**config.mk**
```make
export PLATFORM = sky130hd
export DESIGN_NAME = countdown_core
export DESIGN_NICKNAME = d
export VERILOG_FILES = /design/src/rtl/countdown_pkg.sv /design/src/rtl/countdown_core_tick_sync_edge.sv /design/src/rtl/countdown_core.sv
export SDC_FILE = /design/constraint.sdc
export NUM_CORES = 1
export LEC_CHECK = 0
export CORE_MARGIN = 8
export CORE_UTILIZATION = 61
export CTS_CLUSTER_DIAMETER = 150
export CTS_CLUSTER_SIZE = 12
export DETAILED_ROUTE_END_ITERATION = 6
export PLACE_DENSITY = 0.86
export SYNTH_ARGS = -nofsm -noshare
export SYNTH_HDL_FRONTEND = slang
export SYNTH_SLANG_ARGS = --single-unit
```
**constraint.sdc**
```tcl
create_clock -name clk -period 6.51 [get_ports clk]
set_input_delay 0.651 -clock clk [delete_from_list [all_inputs] [get_ports clk]]
set_output_delay 0.651 -clock clk [all_outputs]
set_load 0.05 [all_outputs]
```
**src/rtl/countdown_pkg.sv**
```systemverilog
// rtl/countdown_pkg.sv - shared state encoding, digit width and time record for the countdown core
package countdown_pkg;

    localparam int DIGIT_W = 4;

    typedef logic [DIGIT_W-1:0] digit_t;

    localparam digit_t SEC_TENS_MAX = 4'd5;
    localparam digit_t DIGIT_MAX    = 4'd9;

    typedef enum logic [1:0] {
        IDLE  = 2'd0,
        RUN   = 2'd1,
        PAUSE = 2'd2,
        DONE  = 2'd3
    } state_t;

    typedef struct packed {
        digit_t min_tens;
        digit_t min_ones;
        digit_t sec_tens;
        digit_t sec_ones;
    } mmss_t;

endpackage

```
**src/rtl/countdown_core_tick_sync_edge.sv**
```systemverilog
// rtl/countdown_core_tick_sync_edge.sv - synchronises tick_in into clk and emits a one-cycle tick_ev per rising edge
module tick_sync_edge #(
    parameter int SYNC_STAGES = 2
) (
    input  logic clk,
    input  logic rst,
    input  logic tick_in,
    output logic tick_ev
);

    logic [SYNC_STAGES-1:0] sync;
    logic                   prev;

    // tick_ev is registered so a rise shows up SYNC_STAGES+1 cycles after tick_in.
    always_ff @(posedge clk or posedge rst) begin
        if (rst) begin
            sync    <= '0;
            prev    <= 1'b0;
            tick_ev <= 1'b0;
        end else begin
            sync    <= {sync[SYNC_STAGES-2:0], tick_in};
            prev    <= sync[SYNC_STAGES-1];
            tick_ev <= sync[SYNC_STAGES-1] & ~prev;
        end
    end

endmodule

```
**src/rtl/countdown_core.sv**
```systemverilog
// rtl/countdown_core.sv - BCD MM:SS countdown with preset editing, pause/resume and completion flag
module countdown_core
    import countdown_pkg::*;
#(
    parameter int SYNC_STAGES = 2,
    parameter int MAX_MIN     = 99
) (
    input  logic               clk,
    input  logic               rst,
    input  logic               tick_in,
    input  logic               set_mode,
    input  logic               inc_min,
    input  logic               inc_sec,
    input  logic               start_pause,
    input  logic               clear,
    output logic [DIGIT_W-1:0] min_tens,
    output logic [DIGIT_W-1:0] min_ones,
    output logic [DIGIT_W-1:0] sec_tens,
    output logic [DIGIT_W-1:0] sec_ones,
    output logic               running,
    output logic               done,
    output logic [1:0]         state
);

    localparam logic [6:0] MAX_MIN_B = 7'(MAX_MIN);

    logic   tick_ev;
    mmss_t  cur;
    mmss_t  dec_val;
    mmss_t  edit_val;
    state_t st;

    tick_sync_edge #(
        .SYNC_STAGES(SYNC_STAGES)
    ) u_tick (
        .clk     (clk),
        .rst     (rst),
        .tick_in (tick_in),
        .tick_ev (tick_ev)
    );

    // Only called with a non-zero value, so min_tens never underflows.
    function automatic mmss_t bcd_dec(input mmss_t t);
        mmss_t r;
        r = t;
        if (t.sec_ones != '0) begin
            r.sec_ones = t.sec_ones - 4'd1;
        end else begin
            r.sec_ones = DIGIT_MAX;
            if (t.sec_tens != '0) begin
                r.sec_tens = t.sec_tens - 4'd1;
            end else begin
                r.sec_tens = SEC_TENS_MAX;
                if (t.min_ones != '0) begin
                    r.min_ones = t.min_ones - 4'd1;
                end else begin
                    r.min_ones = DIGIT_MAX;
                    r.min_tens = t.min_tens - 4'd1;
                end
            end
        end
        return r;
    endfunction

    function automatic mmss_t bcd_inc_min(input mmss_t t);
        mmss_t      r;
        logic [6:0] min_bin;
        r       = t;
        min_bin = {3'b000, t.min_tens} * 7'd10 + {3'b000, t.min_ones};
        if (min_bin >= MAX_MIN_B) begin
            r.min_tens = '0;
            r.min_ones = '0;
        end else if (t.min_ones == DIGIT_MAX) begin
            r.min_ones = '0;
            r.min_tens = t.min_tens + 4'd1;
        end else begin
            r.min_ones = t.min_ones + 4'd1;
        end
        return r;
    endfunction

    // Seconds wrap 59 -> 00 without carrying into the minutes.
    function automatic mmss_t bcd_inc_sec(input mmss_t t);
        mmss_t r;
        r = t;
        if (t.sec_tens == SEC_TENS_MAX && t.sec_ones == DIGIT_MAX) begin
            r.sec_tens = '0;
            r.sec_ones = '0;
        end else if (t.sec_ones == DIGIT_MAX) begin
            r.sec_ones = '0;
            r.sec_tens = t.sec_tens + 4'd1;
        end else begin
            r.sec_ones = t.sec_ones + 4'd1;
        end
        return r;
    endfunction

    function automatic mmss_t apply_edit(input mmss_t t, input logic do_min, input logic do_sec);
        mmss_t r;
        r = t;
        if (do_min) r = bcd_inc_min(r);
        if (do_sec) r = bcd_inc_sec(r);
        return r;
    endfunction

    assign dec_val  = bcd_dec(cur);
    assign edit_val = apply_edit(cur, inc_min, inc_sec);

    always_ff @(posedge clk or posedge rst) begin
        if (rst) begin
            cur     <= '0;
            st      <= IDLE;
            running <= 1'b0;
            done    <= 1'b0;
        end else if (clear) begin
            cur     <= '0;
            st      <= IDLE;
            running <= 1'b0;
            done    <= 1'b0;
        end else begin
            case (st)
                IDLE: begin
                    if (start_pause) begin
                        if (cur != '0) begin
                            st      <= RUN;
                            running <= 1'b1;
                        end
                    end else if (set_mode && (inc_min || inc_sec)) begin
                        cur <= edit_val;
                    end
                end
                RUN: begin
                    // A tick coinciding with start_pause still lands before pausing.
                    if (tick_ev) begin
                        cur <= dec_val;
                        if (dec_val == '0) begin
                            st      <= DONE;
                            running <= 1'b0;
                            done    <= 1'b1;
                        end else if (start_pause) begin
                            st      <= PAUSE;
                            running <= 1'b0;
                        end
                    end else if (start_pause) begin
                        st      <= PAUSE;
                        running <= 1'b0;
                    end
                end
                PAUSE: begin
                    if (start_pause) begin
                        st      <= RUN;
                        running <= 1'b1;
                    end
                end
                DONE: begin
                    if (start_pause) begin
                        st   <= IDLE;
                        done <= 1'b0;
                    end
                end
                default: begin
                    st      <= IDLE;
                    running <= 1'b0;
                    done    <= 1'b0;
                end
            endcase
        end
    end

    assign min_tens = cur.min_tens;
    assign min_ones = cur.min_ones;
    assign sec_tens = cur.sec_tens;
    assign sec_ones = cur.sec_ones;
    assign state    = st;

endmodule

```
Word level (Yosys, flattened, before mapping)
Cells that the tools add are included.

word-level totals
  word-level logic and storage cells = 94
  bits in registers = 24

cells by class
  magnitude comparators = 1
  reductions and logical operators = 16
  muxes and demuxes = 41
  multipliers = 1
  bitwise operators = 2
  add/sub/neg operators = 9
  eq/ne operators = 14

operators with widths
  operator               number
  $mux W16               5
  $mux W4                8
  $mux W8                4
  $pmux W16 S2           1
  $ne A3 B3 Y1 const B   7
  $add A4 B1 Y4 const B  4
  $logic_not A16 Y1      1
  $mux W2                8
  $reduce_and A4 Y1      4
  $reduce_bool A16 Y1    1
  $reduce_bool A4 Y1     4
  $sub A4 B1 Y4 const B  4
  $mux W12               1
  $mux W1                11
  $eq A4 B4 Y1 const B   2
  $pmux W2 S4            1
  $add A7 B4 Y7          1
  $ge A7 B7 Y1 const B   1
  $mul A4 B3 Y6 const B  1
  $reduce_bool A3 Y1     2
  $eq A2 B2 Y1 const B   2
  $eq A4 B3 Y1 const B   1
  $ne A3 B2 Y1 const B   1
  $pmux W1 S3            1
  other kinds (7)        8

Longest topological paths before layout
  depth after elaboration = 13
  gate-level depth with buffers = 11
  mapped depth without buffers = 11

Hierarchy
A second synthesis with hierarchy kept.

second synthesis, totals
  cells, all modules = 286
  area total of the unflattened synthesis = 2332.2 um2

modules (own cells, without submodules)
  module          area an instance (um2)  instances  cells each  seq. area each (um2)
  countdown_core  2214.6                  1          280         500.5
  tick_sync_edge  117.6                   1          6           100.1

Worst setup path before layout
OpenSTA, ideal clock, no wires.

  path kind = register -> register
  start = register cur, in the netlist min_tens[1]
  end = register cur, in the netlist min_tens[0]
  data arrival time = 2.889 ns
  setup slack = 3.500 ns
  data required time = 6.389 ns
  path buffers = 0
  cell stages (with the launch flop) = 11
  path through = dfrtp_1 ha_1 ha_1 inv_1 fa_1 nor2b_1 nand4_1 o21ai_1 nor2_1 a221o_1 a22o_1

between the ends
  word-level cells in the longest chain between the ends = 9

RTL lines
  what                    RTL line               text
  start, declared         countdown_core.sv:28   mmss_t cur;
  start signal, assigned  countdown_core.sv:129  cur <= edit_val;
  start signal, assigned  countdown_core.sv:135  cur <= dec_val;
  $mul A4 B3 Y6           countdown_core.sv:69   min_bin = {3'b000, t.min_tens} * 7'd10 + {3'b000, t.min_ones};
  $add A7 B4 Y7           countdown_core.sv:69
  $ge A7 B7 Y1            countdown_core.sv:70   if (min_bin >= MAX_MIN_B) begin
  $mux W8                 countdown_core.sv:70
  $mux W16                countdown_core.sv:101  if (do_min) r = bcd_inc_min(r);
  $mux W16                countdown_core.sv:128  end else if (set_mode && (inc_min || inc_sec)) begin
  $mux W16                countdown_core.sv:123  if (start_pause) begin
  $pmux W16 S2            countdown_core.sv:121  case (st)
  $mux W16                countdown_core.sv:115  end else if (clear) begin

No other way between the ends. The select of a mux whose other input is x is not followed.
A chain may end at the register's enable or synchronous reset.

Worst setup path after layout
Same ends and word-level chain as after synthesis.

==> impl_metrics.csv <==
group,metric,value,unit
floorplanning,die_x,76.9,microns
timing,holdWs,359,ps
timing,fmax,344,MHz
critical_path,critical_path_cell_count,10,
floorplanning,die_height,76.9,microns
critical_path,cpMostUsedCell,"ha_1",
timing,fin_crit,2910,ps
power_and_ir_drop,total_leakage_power,1.07,nW
placed_design,placed_cells,333,
placed_design,place.detailed.hpwl,3850,microns
power_and_ir_drop,p_sw,0.664,mW
floorplanning,initial_core_util,0.628,
clocking,cts.clk_slew.worst_paths,100,ps
critical_path,cp-startpoint,"min_tens[1]$_DFFE_PP0P_",
cells_and_area,drive_gt1_frac,0.0900,
grt,grt_pass1_wl,9470,microns
grt,antenna_found_initial,0,
cells_and_area,final_common_cell,"clkdlybuf4s50_1",
floorplanning,std_cell_rows,22,
grt,grt.total_usage,0.187,
clocking,cts.path.max_buffers,2,
floorplanning,die_area,5920,sq um
critical_path,rr_startpoint,"min_tens[1]$_DFFE_PP0P_",
detailed_routing,post_drt_wl_per_cell,15.9,microns
clocking,cts_inserted_buffers,3,
critical_path,cp.arrival,3080,ps
cells_and_area,areaGrowthSynthToFinish,15.3,%
critical_path,required,6680,ps
timing,rsz0062_at_grt,"false",
cells_and_area,fin_util,0.723,
critical_path,crit_buf_inv,1,
synthesis,ys_seq_area_frac,0.265,
critical_path,slowest_delay,500,ps
grt,grt_max_degree,25,
critical_path,timing.reg2reg.setup_slack,3600,ps
run,drv_cap,0,
clocking,cts_tree,"yes",
synthesis,synthCells,269,
placed_design,pre_cts_ws,3630,ps
cells_and_area,nets,322,
synthesis,synth_cell_types,63,
clocking,postCtsHoldBufs,0,
power_and_ir_drop,intPower,0.588,mW
run_status,outcome,"complete, no violations",
power_and_ir_drop,peakVddDrop,0.357,mV
placed_design,io_buffers,27,
synthesis,synth_fp_nets,301,
critical_path,crit_family,"adder cells",
detailed_routing,vias,2094,
power_and_ir_drop,p_clk_frac,0.108,
cells_and_area,fillCellCount,285,
clocking,root_buffer,"clkbuf_8",
synthesis,synthFlopType,"dfrtp_1",
timing,setup_violations,0,
detailed_routing,drc_errors,0,
critical_path,path_class,"reg -> reg",
critical_path,cpMaxStageDelayCell,"dfrtp_1",
power_and_ir_drop,p_sw_frac,0.531,
synthesis,synth_area,2260,sq um
detailed_routing,ant_nets,0,
grt,grt_pass1_vias,2069,
synthesis,synth_edf_count,0,
synthesis,synthArstFlopShare,1.00,
critical_path,crit_end,"min_tens[0]$_DFFE_PP0P_",
clocking,clk_latency,280,ps
timing,drv_slew,0,
timing,setup_slack,3600,ps
timing,finClkSkew,7.37,ps
power_and_ir_drop,power_frac_comb,0.659,
synthesis,ys_warn_count,0,
cells_and_area,antennaDiodeCount,0,
cells_and_area,fin_area,2610,sq um
clocking,cts.sinks,24,
critical_path,r2r-end,"min_tens[0]$_DFFE_PP0P_",
critical_path,end_kind,"flip-flop",
critical_path,start_kind,"flip-flop",
clocking,ctsResizeCount,0,
timing,worst_slew_pin_slew,957,ps
detailed_routing,first_pass_iters,4,
detailed_routing,drt-vias-per-instance,6.21,
min_path,hold_path.class,"reg -> reg",
synthesis,synth-seq-cells,24,
floorplanning,placeableCoreArea,3610,sq um
power_and_ir_drop,p_seq_frac,0.233,
floorplanning,io_pins,28,
placed_design,globalplace.congestion,0.898,
clocking,cts_max_level,1,
critical_path,path_cells,"ha_1 -> ha_1 -> inv_1 -> fa_1 -> nor2b_1 -> nand4_1 -> o21ai_1 -> nor2_1 -> a221o_1 -> a22o_1",
placed_design,placed_area,2540,sq um
timing,final-hold-violation-count,0,
power_and_ir_drop,power,1.25,mW
timing,setup_tns,0,ps
critical_path,critPathMaxFanout,9,
cells_and_area,final_cell_mix,"clkdlybuf4s50_1 (27), nor2_1 (26), dfrtp_1 (24)",
detailed_routing,wl,5360,microns
cells_and_area,final-instance-count-excl-fill,337,
power_and_ir_drop,powerDensity,480,nW/um^2
grt,grt-ovfl-total,0,
synthesis,syn_avg_cell_area,8.41,sq um
critical_path,reg2reg_depth,10,
timing,max_slew_margin,0.362,
timing,fin_crit_sh,0.447,
detailed_routing,drt_iter0_drc,159,
clocking,post_cts_buffers,0,
==> worst register-to-register path: stages (launching register included) <==
cell and delay (ps):
dfrtp_1 500, ha_1 340, ha_1 200, inv_1 60, fa_1 450, nor2b_1 130
nand4_1 100, o21ai_1 270, nor2_1 170, a221o_1 360, a22o_1 230
==> cells by family after synthesis <==
| family | count (synthesis) | synth area share |
|---|---|---|
| AND/OR/NAND/NOR | 89 | 0.218 |
| AO/OA/AOI/OAI | 88 | 0.271 |
| buffers and inverters | 34 | 0.0630 |
| adder cells (fa/ha/maj) | 24 | 0.139 |
| flip-flops | 24 | 0.265 |
| XOR/XNOR | 6 | 0.0232 |
| multiplexers | 4 | 0.0199 |
==> power groups by stage <==
stage,Combinational [mW],Sequential (mW),Clock [mW]
2_1_floorplan,0.485,0.421,0
3_3_place_gp,0.803,0.292,0
3_5_place_dp,0.814,0.294,0
4_1_cts,0.822,0.291,0.139
5_1_grt,0.905,0.304,0.143
6_report,0.824,0.292,0.136
==> cells in the mapped netlist, types with 2 or more instances <==
library cell  number  area (sq um)
buf_6              2          22.5
a21oi_1           22           110
a21o_1             3          22.5
a31oi_1            5          31.3
a32oi_1            2          17.5
inv_1             23          86.3
dfrtp_1           24           601
a211oi_1           2          15.0
ha_1              22           275
fa_1               2          40.0
a22oi_1            4          30.0
nor2b_1            5          31.3
o22ai_1            5          31.3
nand4_1            2          12.5
nand3_1           10          50.1
o211ai_1           3          22.5
xnor2_1            5          43.8
o31ai_1            3          22.5
nand2b_1           2          12.5
nor3_1             8          40.0
or3b_4             2          22.5
mux2i_1            3          30.0
nor3b_1            2          15.0
nand2_1           18          67.6
clkbuf_1           8          30.0
o21bai_1           3          22.5
a31o_2             2          17.5
or2_2              3          18.8
nor2_1            26          97.6
o21ai_0           15          75.1
==> final cells by class <==
cell class / count / area, sq um / area share
Tap cell: 48 / 60.1 / 0.0230
Inverter: 23 / 86.3 / 0.0331
Timing Repair Buffer: 27 / 270 / 0.104
Sequential cell: 24 / 601 / 0.230
Clock inverter: 1 / 30.0 / 0.0115
Clock buffer: 3 / 41.3 / 0.0158
Multi-Input combinational cell: 211 / 1520 / 0.583
==> sequential cells by signal (all words and copies together) (netlist names) <==
signal / flops
min_tens: 4
min_ones: 4
u_tick.sync: 2
u_tick.prev: 1
running: 1
done: 1
sec_tens: 4
sec_ones: 4
u_tick.tick_ev: 1
state: 2
==> worst min-delay path by stage <==
stage	cells past startpoint	slack [ps]	endpoint	startpoint
after floorplan	0	330	u_tick.sync[1]$_DFF_PP0_	u_tick.sync[0]$_DFF_PP0_
after global placement	0	340	u_tick.sync[1]$_DFF_PP0_	u_tick.sync[0]$_DFF_PP0_
after detailed placement	0	340	u_tick.sync[1]$_DFF_PP0_	u_tick.sync[0]$_DFF_PP0_
after CTS	0	360	u_tick.sync[1]$_DFF_PP0_	u_tick.sync[0]$_DFF_PP0_
after global routing	0	370	u_tick.sync[1]$_DFF_PP0_	u_tick.sync[0]$_DFF_PP0_
final	0	360	u_tick.sync[1]$_DFF_PP0_	u_tick.sync[0]$_DFF_PP0_
==> per-layer routing <==
metal / up-vias / share of wire / global-route usage
met5: - / 0 / 0
met4: 0 / 0.016 / 0.0673
met3: 12 / 0.051 / 0.0350
met2: 60 / 0.48 / 0.307
met1: 999 / 0.45 / 0.237
li1: 1023 / - / -
Power figures use the tool's default switching activity.
